**src/rtl/dmem_wait_ctrl.sv**
```systemverilog
// dmem_wait_ctrl: wait-state controller between a core data port and a single-cycle ssram
// Ports: clk/rst (sync active-high); cpu_* request side (address, read/write enables held until
// cpu_read_rdy/cpu_write_ack, byte lanes, write data, read data); mem_* ssram side (word address,
// strobes, lanes, write data, read data valid the cycle after mem_read_enable); bus_error sticky flag.
module dmem_wait_ctrl #(
   parameter int unsigned WAIT_STATES = 1
) (
   input  logic        clk,
   input  logic        rst,
   input  logic [31:0] cpu_address,
   input  logic        cpu_read_enable,
   input  logic        cpu_write_enable,
   input  logic [3:0]  cpu_byte_enable,
   input  logic [31:0] cpu_write_data,
   output logic [31:0] cpu_read_data,
   output logic        cpu_read_rdy,
   output logic        cpu_write_ack,
   output logic [31:0] mem_address,
   output logic        mem_read_enable,
   output logic        mem_write_enable,
   output logic [3:0]  mem_byte_enable,
   output logic [31:0] mem_write_data,
   input  logic [31:0] mem_read_data,
   output logic        bus_error
);
   typedef enum logic [1:0] {S_IDLE, S_WAIT, S_ACCESS, S_RESP} state_t;
   state_t      state_q, state_d;
   logic [3:0]  cnt_q, cnt_d;
   logic [31:0] addr_q, addr_d;
   logic [3:0]  be_q, be_d;
   logic [31:0] wdata_q, wdata_d;
   logic [31:0] rdata_q, rdata_d;
   logic        wr_q, wr_d;
   logic        bad_q, bad_d;
   logic        err_q, err_d;
   logic        req;
   logic        lanes_ok;
   assign req      = cpu_write_enable | cpu_read_enable;
   assign lanes_ok = cpu_byte_enable inside {4'b0001, 4'b0010, 4'b0100, 4'b1000, 4'b0011, 4'b1100, 4'b1111};
   always_comb begin
      state_d = state_q;
      cnt_d   = cnt_q;
      addr_d  = addr_q;
      be_d    = be_q;
      wdata_d = wdata_q;
      rdata_d = rdata_q;
      wr_d    = wr_q;
      bad_d   = bad_q;
      err_d   = err_q;
      unique case (state_q)
         S_IDLE: if (req) begin
            // a write wins when both enables are high; the collision itself is the error
            addr_d  = {2'b00, cpu_address[31:2]};
            be_d    = cpu_byte_enable;
            wdata_d = cpu_write_data;
            wr_d    = cpu_write_enable;
            bad_d   = cpu_write_enable & ~lanes_ok;
            err_d   = err_q | (cpu_write_enable & (cpu_read_enable | ~lanes_ok));
            cnt_d   = 4'(WAIT_STATES);
            state_d = (WAIT_STATES > 0) ? S_WAIT : S_ACCESS;
         end
         S_WAIT: begin
            cnt_d   = cnt_q - 4'd1;
            state_d = (cnt_q == 4'd1) ? S_ACCESS : S_WAIT;
         end
         S_ACCESS: state_d = wr_q ? S_IDLE : S_RESP;
         S_RESP: begin
            rdata_d = mem_read_data;
            state_d = S_IDLE;
         end
         default: state_d = S_IDLE;
      endcase
   end
   always_ff @(posedge clk) begin
      if (rst) begin
         state_q <= S_IDLE;
         cnt_q   <= '0;
         addr_q  <= '0;
         be_q    <= '0;
         wdata_q <= '0;
         rdata_q <= '0;
         wr_q    <= 1'b0;
         bad_q   <= 1'b0;
         err_q   <= 1'b0;
      end else begin
         state_q <= state_d;
         cnt_q   <= cnt_d;
         addr_q  <= addr_d;
         be_q    <= be_d;
         wdata_q <= wdata_d;
         rdata_q <= rdata_d;
         wr_q    <= wr_d;
         bad_q   <= bad_d;
         err_q   <= err_d;
      end
   end
   assign mem_address      = addr_q;
   assign mem_byte_enable  = be_q;
   assign mem_write_data   = wdata_q;
   assign mem_write_enable = (state_q == S_ACCESS) & wr_q & ~bad_q;
   assign mem_read_enable  = (state_q == S_ACCESS) & ~wr_q;
   assign cpu_write_ack    = (state_q == S_ACCESS) & wr_q;
   assign cpu_read_rdy     = (state_q == S_RESP);
   // read data passes straight through in RESP and is held from the register afterwards
   assign cpu_read_data    = (state_q == S_RESP) ? mem_read_data : rdata_q;
   assign bus_error        = err_q;
endmodule

```
**config.mk**
```make
export PLATFORM = sky130hd
export DESIGN_NAME = dmem_wait_ctrl
export DESIGN_NICKNAME = d
export VERILOG_FILES = /design/src/rtl/dmem_wait_ctrl.sv
export SDC_FILE = /design/constraint.sdc
export NUM_CORES = 1
export LEC_CHECK = 0
export ABC_CLOCK_PERIOD_IN_PS = 1900
export BUFFER_PORTS_ARGS = -buffer_cell sky130_fd_sc_hd__buf_2
export CELL_PAD_IN_SITES_DETAIL_PLACEMENT = 0
export CELL_PAD_IN_SITES_GLOBAL_PLACEMENT = 2
export CORE_MARGIN = 2
export CORE_UTILIZATION = 24
export DETAILED_ROUTE_END_ITERATION = 8
export PLACE_DENSITY_LB_ADDON = 0.08
export SLEW_MARGIN = 20
export SYNTH_ARGS = -nofsm -noshare
export SYNTH_HDL_FRONTEND = slang
export SYNTH_SLANG_ARGS = --single-unit
```
**constraint.sdc**
```tcl
create_clock -name clk -period 1.9 [get_ports clk]
set_input_delay 0.19 -clock clk [delete_from_list [all_inputs] [get_ports clk]]
set_output_delay 0.19 -clock clk [all_outputs]
set_load 0.02 [all_outputs]
```
# ---- Word-level counts from Yosys, hierarchy flattened
# Cells that the tools add are included.
dict set report totals {
  register_bits 107
  latchBits 0
  ram_bits 0
  romBits 0
  output_inout_bits 105
  wordCells 45
  n_memories 0
}
dict set report classes {
  addsub 1
  n_mul 0
  div 0
  order_cmp 0
  n_eq_ne 12
  n_shift 0
  mux 7
  bitwise_logic 11
  n_reduce_logical 5
}
# op n
set ops {}
lappend ops {{two-way mux 32 bit} 1}
lappend ops {{== test 4 bit (second input constant)} 3}
lappend ops {{== test 4 x 1 -> 1 bit (second input constant)} 2}
lappend ops {{== test 4 x 2 -> 1 bit (second input constant)} 2}
lappend ops {{one-hot mux 2 bit (4 select lines)} 1}
lappend ops {{one-hot mux 4 bit (2 select lines)} 1}
lappend ops {{nonzero test 7 bit} 1}
lappend ops {{two-way mux 2 bit} 3}
lappend ops {{bitwise AND 1 bit} 5}
lappend ops {{== test 2 bit (second input constant)} 2}
lappend ops {{== test 4 x 3 -> 1 bit (second input constant)} 1}
lappend ops {{two-way mux 4 bit} 1}
lappend ops {{AND reduction 2 bit} 2}
lappend ops {{subtractor 4 x 1 -> 4 bit (second input constant)} 1}
lappend ops {{NOT 1 bit} 3}
lappend ops {{OR 1 bit} 3}
lappend ops {{== test 2 x 1 -> 1 bit (second input constant)} 1}
lappend ops {{zero test 2 bit} 1}
lappend ops {{!= test 2 bit (second input constant)} 1}
lappend ops {{nonzero test 2 bit} 1}

# ---- Depth between registers and ports, before layout
# Gate-level depths: netlist (run 1).
dict set report logic_depth {
  depth_word 6
  ltp_mapped 7
}

# ---- Worst setup path after synthesis (run 1)
# Ideal clock, no wire load.
dict set report synth_timing {
  kind {flip-flop to flip-flop}
  start {reg state_q[0]}
  end {reg rdata_q[11]}
  setup_ps 128
  t_arrival_ps 1393
  setup_slack_ps 379
  stages_incl_launch_ff 6
  n_path_buf 2
  synth_period_minus_slack_ps 1521
  cell_sequence {dfxtp_1 -> buf_2 -> nand2_1 -> buf_2 -> mux2_1 -> nor2b_1}
}
dict set report synth_between {
  elab_chain_len 2
}
# item line
set synth_lines {}
lappend synth_lines {{from (decl)} 27} ;# state_t state_q, state_d;
lappend synth_lines {{from (signal assigned)} 86} ;# state_q <= state_d;
lappend synth_lines {{== test 2 bit} -}
lappend synth_lines {{two-way mux 32 bit} -}
lappend synth_lines {{named net cpu_read_data[11]} 15} ;# output logic [31:0] cpu_read_data,
lappend synth_lines {{to (signal assigned)} 91} ;# rdata_q <= rdata_d;
lappend synth_lines {{to (decl)} 32} ;# logic [31:0] rdata_q, rdata_d;
# The timed path passes the listed nets, and every way through them passes these cells.
# A chain may end at the register's enable or synchronous reset.

# ---- Worst setup path in the final report (run 1)
dict set report layout_timing {
  start {reg state_q[0]}
  end {out cpu_read_data[15]}
}
dict set report layout_between {
  elab_chain_len 2
}
# item line
set layout_lines {}
lappend layout_lines {{== test 2 bit} 105} ;# assign cpu_read_data = (state_q == S_RESP) ? mem_read_data : rdata_q;
lappend layout_lines {{two-way mux 32 bit} -}
lappend layout_lines {{to (decl)} 15}
# No other way between the ends.

==> results of run 1 <==
==> registers in the layout, indices dropped and copies added, names as in the netlist <==
register         cells
state_q              2
mem_byte_enable      4
wr_q                 1
mem_write_data      32
rdata_q             32
bad_q                1
mem_address         30
cnt_q                4
bus_error            1
==> cells in the final DEF, fill, tap and decap left out, types with 2 or more instances in the layout <==
cell	instances
sky130_fd_sc_hd__nor2_1	9
sky130_fd_sc_hd__clkinv_2	3
sky130_fd_sc_hd__mux2_1	23
sky130_fd_sc_hd__clkbuf_16	9
sky130_fd_sc_hd__dfxtp_1	105
sky130_fd_sc_hd__a31oi_1	2
sky130_fd_sc_hd__nand2_1	137
sky130_fd_sc_hd__inv_1	3
sky130_fd_sc_hd__nor2b_1	34
sky130_fd_sc_hd__ha_1	2
sky130_fd_sc_hd__a211oi_1	2
sky130_fd_sc_hd__buf_2	203
sky130_fd_sc_hd__dfxtp_2	2
sky130_fd_sc_hd__conb_1	2
sky130_fd_sc_hd__nand3_1	4
sky130_fd_sc_hd__buf_4	6
sky130_fd_sc_hd__a21oi_1	71
sky130_fd_sc_hd__buf_12	4
sky130_fd_sc_hd__mux2_2	9
==> routing by layer <==
layer / share of wire (%) / vias to the layer above / GRT usage, %
li1: - / 1845 / -
met1: 46 / 1597 / 16.4
met2: 47 / 116 / 20.6
met3: 6.5 / 8 / 4.08
met4: 1.1 / 0 / 4.24
met5: 0 / - / 0
==> where the power goes <==
part | internal, uW | total, uW | leakage, uW | switching, uW
logic | 420 | 1130 | 0.00169 | 713
clock network | 1050 | 1890 | 0.000145 | 838
registers | 2430 | 2520 | 0.000877 | 91.5
total | 3900 | 5540 | 0.00271 | 1640
==> per-stage QoR <==
stage / total power [uW] / setup slack, ns
5_1_grt: 5870 / 0.0305
4_1_cts: 5670 / 0.0100
3_3_place_gp: 3710 / 0.345
3_5_place_dp: 3730 / 0.304
6_report: 5540 / 0.113
2_1_floorplan: 3260 / 0.379
==> worst paths after layout <==
check / startpoint / cells after the start / to
worst max-delay path: state_q[0] / 4 / cpu_read_data[15]
worst min-delay path: cpu_write_data[26] / 3 / mem_write_data[26]
worst max register to register: state_q[1] / 5 / mem_address[22]
worst min register to register: mem_address[15] / 2 / mem_address[15]
==> worst min-delay path, cell delays in order <==
cell	delay, ns
sky130_fd_sc_hd__buf_2	0.09
sky130_fd_sc_hd__nand2_1	0.04
sky130_fd_sc_hd__a21oi_1	0.05
==> cell families after synthesis <==
| family | Yosys count |
|---|---|
| adder cells (fa/ha/maj) | 2 |
| other | 1 |
| AND/OR/NAND/NOR | 195 |
| multiplexers | 32 |
| buffers and inverters | 35 |
| flip-flops | 107 |
| AO/OA/AOI/OAI | 79 |
==> final cells by class <==
cell class	count	area share, %
Clock buffer	11	4.39
Timing Repair Buffer	213	20.6
Multi-Input combinational cell	310	30.2
Tap cell	216	4.89
Sequential cell	107	38.8
Clock inverter	5	0.950
Inverter	3	0.204
==> repair_timing <==
item | 4_1_cts | 5_1_grt
buffers inserted | 0 | 0
gates resized for setup | 1 | 1
setup endpoints to repair | 22 | 32
hold buffers | 0 | 0
pin swaps | 0 | 0
==> reports/results.txt, run 1 <==
The run gives 0.0760 ns as the post-route worst hold slack. The cell area power density came out at 1000 nW/um^2. Together, buffers and inverters on the worst path number 2.

The average routed wire per standard cell came out at 13.3 um. In this run the worst path has a maximum fanout of 33. The portion of the clock cycle consumed by the worst path in the final layout was 94.1%; the summed area of non-filler cells in the final layout was 5530 sq um. The die width is 132 um, and the share of the yosys chip area belonging to registers is 54.2%. After clock tree synthesis, the clock-pin slew on the worst setup and hold paths is 0.07 ns.

The setup TNS came out at 0 ns. Mapped cell area: 3950 sq um. The H-tree generated during clock tree synthesis spans 3 levels. In this run, CTS created clock tree buffers numbering 9. After synthesis, the largest family of logic cells by area is simple AND/OR/NAND/NOR gates.

In this run, distinct cell masters in the synthesized netlist total 31. Broken down by cell family, the worst path's largest delay share belongs to buffers and inverters. For the final-stage net count, the log shows 750. The count of non-filler cells in the finished layout is 865, and the y dimension of the die is 132 um. For the number of max-slew violations in the final report, the log shows 0. In the synthesized netlist, the cells that appear most often are sky130_fd_sc_hd__nand2_1, sky130_fd_sc_hd__dfxtp_1, sky130_fd_sc_hd__a21oi_1. A synthesized cell averages 8.76 sq um.

The static leakage power came out at 0.00271 uW. The setup clock skew after layout was 0.00319 ns; the vias after detailed routing was 3566. The per-cell via count in the routed design works out to 4.12. The wire-length estimate of the detail-placed layout is 8110 um.

Footprint of the multi-input gates: 1670 sq um. The congestion estimate from routability-driven global placement came to 0.687. Path category of the worst min-delay check: in -> reg.

VDD sags by at most 0.000410 V. The synthesized-area fraction occupied by ao, oa, aoi and oai cells is 10.4%, and the number of buffer cells added on primary ports is 204. The setup check on the worst reg-to-reg path leaves a slack of 0.38 ns. The first global-routing pass estimated 17900 um of wire. For the highest achievable clock rate, the log shows 559 MHz. The final wirelength came out at 11500 um. Synthesis inferred 107 register bits. Kind of start point of the critical path: a register. Number of detailed-route iterations in the first pass: 6.

In this run the standard cell core region covers 16000 sq um. For the arrival time reported for the critical path endpoint, the log shows 1.60 ns. The number of enable flip-flop cells after synthesis is 0, and the reported max-cap violation count is 0. The remaining antenna violation count is 0.

The number of antenna diodes in the final layout is 0. The predominant post-synthesis flop cell is sky130_fd_sc_hd__dfxtp_1. The critical path goes through nand2_1 > buf_12 > mux2_2 > buf_2. For this run, the number of Yosys warnings is 0.

The run gives 0 as the initial antenna violation count. The run gives 3369 as the number of global-route vias before repair. The layout-stage area growth over the synthesis result was 40.0%; the cell count after synthesis was 451. Entering global routing, the biggest net connects 43 pins. Number of DRC violations after detailed-routing iteration 0: 112. The final critical path time including I/O delays and setup was 1.79 ns; the number of sinks on the clock net was 107. Data on the critical path is required at its endpoint by 1.71 ns. In this run the core area contains 46 standard-cell rows. The longest clock path from root to sink contains 2 buffers.

209 I/O pins were placed. The initial utilization of the core area, before any placement, comes to 24.7%. The critical path endpoint category is an output port. Root buffer cell: sky130_fd_sc_hd__clkbuf_16. The remaining routing DRC violations was 0; the combined flip-flop and latch cell area was 2140 sq um. Largest incremental delay on the critical path: 0.37 ns.

The layout filler cell count is 1763, and the cell total after placement is 849. Setup repair after global routing left no endpoint under its margin. At the pin with the least slew margin, the transition time is 0.708 ns. The relative max-transition margin came out at 52.6%. The critical path's slowest cell was sky130_fd_sc_hd__dfxtp_2. The biggest area contributor in the post-synthesis netlist is sky130_fd_sc_hd__dfxtp_1. The die covers 17500 sq um.

After Yosys synthesis, full adders, half adders and majority gates account for 0.634% of the synthesized area. Multiplexer cells account for 9.12% of the synthesized area. The fraction of final layout cells with drive strength greater than 1 is 37.4%, and the cell area after placement is 5230 sq um. The run finished with clean final reports. The tools report the hold violation count in the final report as 0. Of all flip-flops after synthesis, the portion carrying an async set or reset was 0%. TritonCTS built the clock tree. Clock latency on the worst-skew pair, taken at its later pin, is 0.34 ns.

The share of the synthesized netlist area taken by xor and xnor gates works out to 0%. In the post-synthesis netlist, the biggest area contributors are sky130_fd_sc_hd__dfxtp_1, sky130_fd_sc_hd__nand2_1, sky130_fd_sc_hd__a21oi_1. The area fraction in and, or, nand and nor cells after synthesis works out to 21.6%. Setup violations remaining at the end of the flow were counted as 0. At the end of the flow the core is filled with cells to 34.6%. Of the post-synthesis cell area, the dominant cell type holds 54.2%. The category of the critical setup timing path was reg -> out. The logs give 12.8% for the global routing usage summed across all routing layers and 0 for the total congestion overflow. The most common cell in the netlist is sky130_fd_sc_hd__nand2_1.
Power figures use the tool's default switching activity.
==> run 2, diff against run 1 <==
ABC_CLOCK_PERIOD_IN_PS = 2140   (was 1900)
CORE_MARGIN = default   (was 2)
CORE_UTILIZATION = 26   (was 24)
clock period = 2.14 ns   (was 1.9 ns; I/O delays follow)
==> reports/results.txt, run 2 (synthesis results as in run 1) <==
The floorplan step set the die height to 125 um. The run finished, with violations left. In this run, flip-flops and latches consume 44.2% of the power.

The H-tree was split into 3 levels. TritonCTS built the clock tree. The highest achievable clock rate was 526 MHz; the switching power of the nets was 1430 uW. The run gives 3610 uW as the internal power component.

The worst-case vdd ir drop was 0.000483 V; the slew at the pin closest to its max-slew limit was 0.637 ns. The fraction of final layout cells with drive strength greater than 1 is 36.8%. The critical path is of the reg -> out type. Global routing used 13.8% of the available tracks across all layers. Clock latency on the worst-skew pair, taken at its later pin, is 0.34 ns. Measured against its own limit, the worst slew margin works out to 57.3%.

The cell family contributing the most delay on the critical path is flip-flops. Buffers inserted to repair hold after CTS numbered 0. The clock passes through at most 2 buffers.

The tools report the combinational cell fraction of total power as 19.8%. 0 antenna diodes ended up in the layout. The clock power share was 36.0%. The number of max-slew violations in the final report is 0, and the number of global-route vias before repair is 3395.

The number of DRC violations after detailed-routing iteration 0 was 182; the final critical path time including I/O delays and setup was 1.90 ns. Setup slack on the worst reg-to-reg path comes out at 0.50 ns. Setup repair after global routing left no endpoint under its margin.

The number of buffers and inverters on the critical path is 2. In the layout the commonest cells are sky130_fd_sc_hd__buf_2, sky130_fd_sc_hd__nand2_1, sky130_fd_sc_hd__dfxtp_1. At the placement stage, the worst setup path has a slack of 0.479 ns. Dividing the detail-routed wire length by the instance count gives 12.9 um.

The total setup violations reported at the end of the flow was 0; the portion of the clock cycle consumed by the worst path in the final layout was 88.8%. The floorplan has 44 rows. Once the floorplan was initialized, standard cells occupied 26.9% of the core. For the final worst-path setup slack, the log shows 0.240 ns. The most frequent standard cell in the layout excluding fill and tap cells was sky130_fd_sc_hd__buf_2. Traced cell by cell, the critical path runs through nand2_1 > buf_12 > mux2_1 > buf_2.

Summed over all nets, the half-perimeter wirelength after detailed placement is 7420 um. After clock tree synthesis, the setup repair step added 0 buffers. Entering global routing, the biggest net connects 52 pins. Layout-stage area growth over the synthesis result: 39.5%. The count of buffers added on input and output ports is 204. The total overflow left after global routing is 0. Overall power consumption: 5050 uW. STA puts the critical path data required time at 1.93 ns. The min-delay analysis places its worst path in the category in -> reg. The largest incremental delay on the critical path was 0.47 ns; the cell area power density was 915 nW/um^2. The final-stage net count was 747.

The final wirelength is 10700 um. At the end of routability-driven placement, the weighted congestion stood at 0.693. Between clock sinks in the finished design, the worst skew comes to 0.00624 ns.

The count of boundary I/O pins came out at 209. The remaining routing DRC violations is 15, and the initial antenna violation count is 0. Data on the critical path arrives at its endpoint at 1.69 ns. The critical path endpoint category was an output port. The setup TNS is 0 ns. After clock tree synthesis, the clock-pin slew on the worst setup and hold paths is 0.07 ns. The tree is rooted in a sky130_fd_sc_hd__clkbuf_16. For the hold violation count in the final report, the log shows 0. The checks that failed: design-rule violations. The first global-routing pass estimated 16900 um of wire. Before antenna repair, the detailed router went through 6 iterations. Net switching is 28.4% of the power. Critical path's slowest cell: sky130_fd_sc_hd__dfxtp_1. STA classifies the critical path startpoint as a register.

The die width was 125 um; the per-cell via count in the routed design was 4.32. The vias after detailed routing is 3589, and the remaining antenna violation count is 0. In this run, CTS created clock tree buffers numbering 9.

The tree built by TritonCTS fans out to 107 sinks. The logs give 14700 sq um for the area of the placeable core and 15700 sq um for the floorplan die area. In this run the static leakage power is 0.00272 uW. Along the worst path, the maximum fanout reaches 33. The run gives 0 as the reported max-cap violation count.

For the post-cts repair resize count, the log shows 0.
==> run 2: cell count changes in the layout (fill, tap and decap cells not counted), sizes merged <==
cell	delta
clkbuf	+1
buf	-3
clkinv	-2
bufinv	+1
==> run 2: power groups by stage <==
| stage | clock, uW | combinational, uW | sequential (uW) |
|---|---|---|---|
| 6_report | 1810 | 998 | 2230 |
| 5_1_grt | 1990 | 1110 | 2260 |
| 4_1_cts | 1910 | 1020 | 2230 |
| 3_5_place_dp | 0 | 1020 | 2280 |
| 3_3_place_gp | 0 | 1010 | 2270 |
| 2_1_floorplan | 0 | 469 | 2430 |
==> run 2: area by class of cell <==
class | instances | area (sq um)
inverters | 3 | 11.3
clock buffers | 12 | 256
clock inverters | 4 | 72.6
repair buffers | 210 | 1130
fillers | 1563 | 9190
well taps | 184 | 230
flip-flops and latches | 107 | 2140
multi-input cells | 310 | 1670
==> run 2: metal layers <==
layer / wire length, um / GRT usage, % / vias to the layer above
met3: 929 / 5.99 / 2
met2: 5030 / 23.1 / 122
met4: 57 / 3.66 / 0
met1: 4680 / 16.2 / 1629
li1: - / - / 1836
met5: 0 / 0 / -
==> run 2: final timing paths <==
| kind | cells after the start | start | end |
|---|---|---|---|
| worst min-delay path | 3 | cpu_address[30] | mem_address[28] |
| worst max register to register | 5 | state_q[1] | mem_address[25] |
| worst max-delay path | 4 | state_q[0] | cpu_read_data[11] |
| worst min register to register | 2 | mem_address[23] | mem_address[23] |
==> run 2: worst min-delay path, cell delays in order <==
cell and delay, ns:
sky130_fd_sc_hd__buf_2 0.09, sky130_fd_sc_hd__nand2_1 0.04, sky130_fd_sc_hd__a21oi_1 0.05
==> run 2: through the flow <==
step	instance area, sq um	util, %	cells	hold WS (ns)
after floorplan	3950	-	452	0.350
after global placement	5180	35.3	814	0.439
after detailed placement	5180	35.3	814	0.444
after CTS	5510	37.5	830	0.0760
after global routing	5510	37.5	830	0.0753
final	5510	37.5	830	0.102
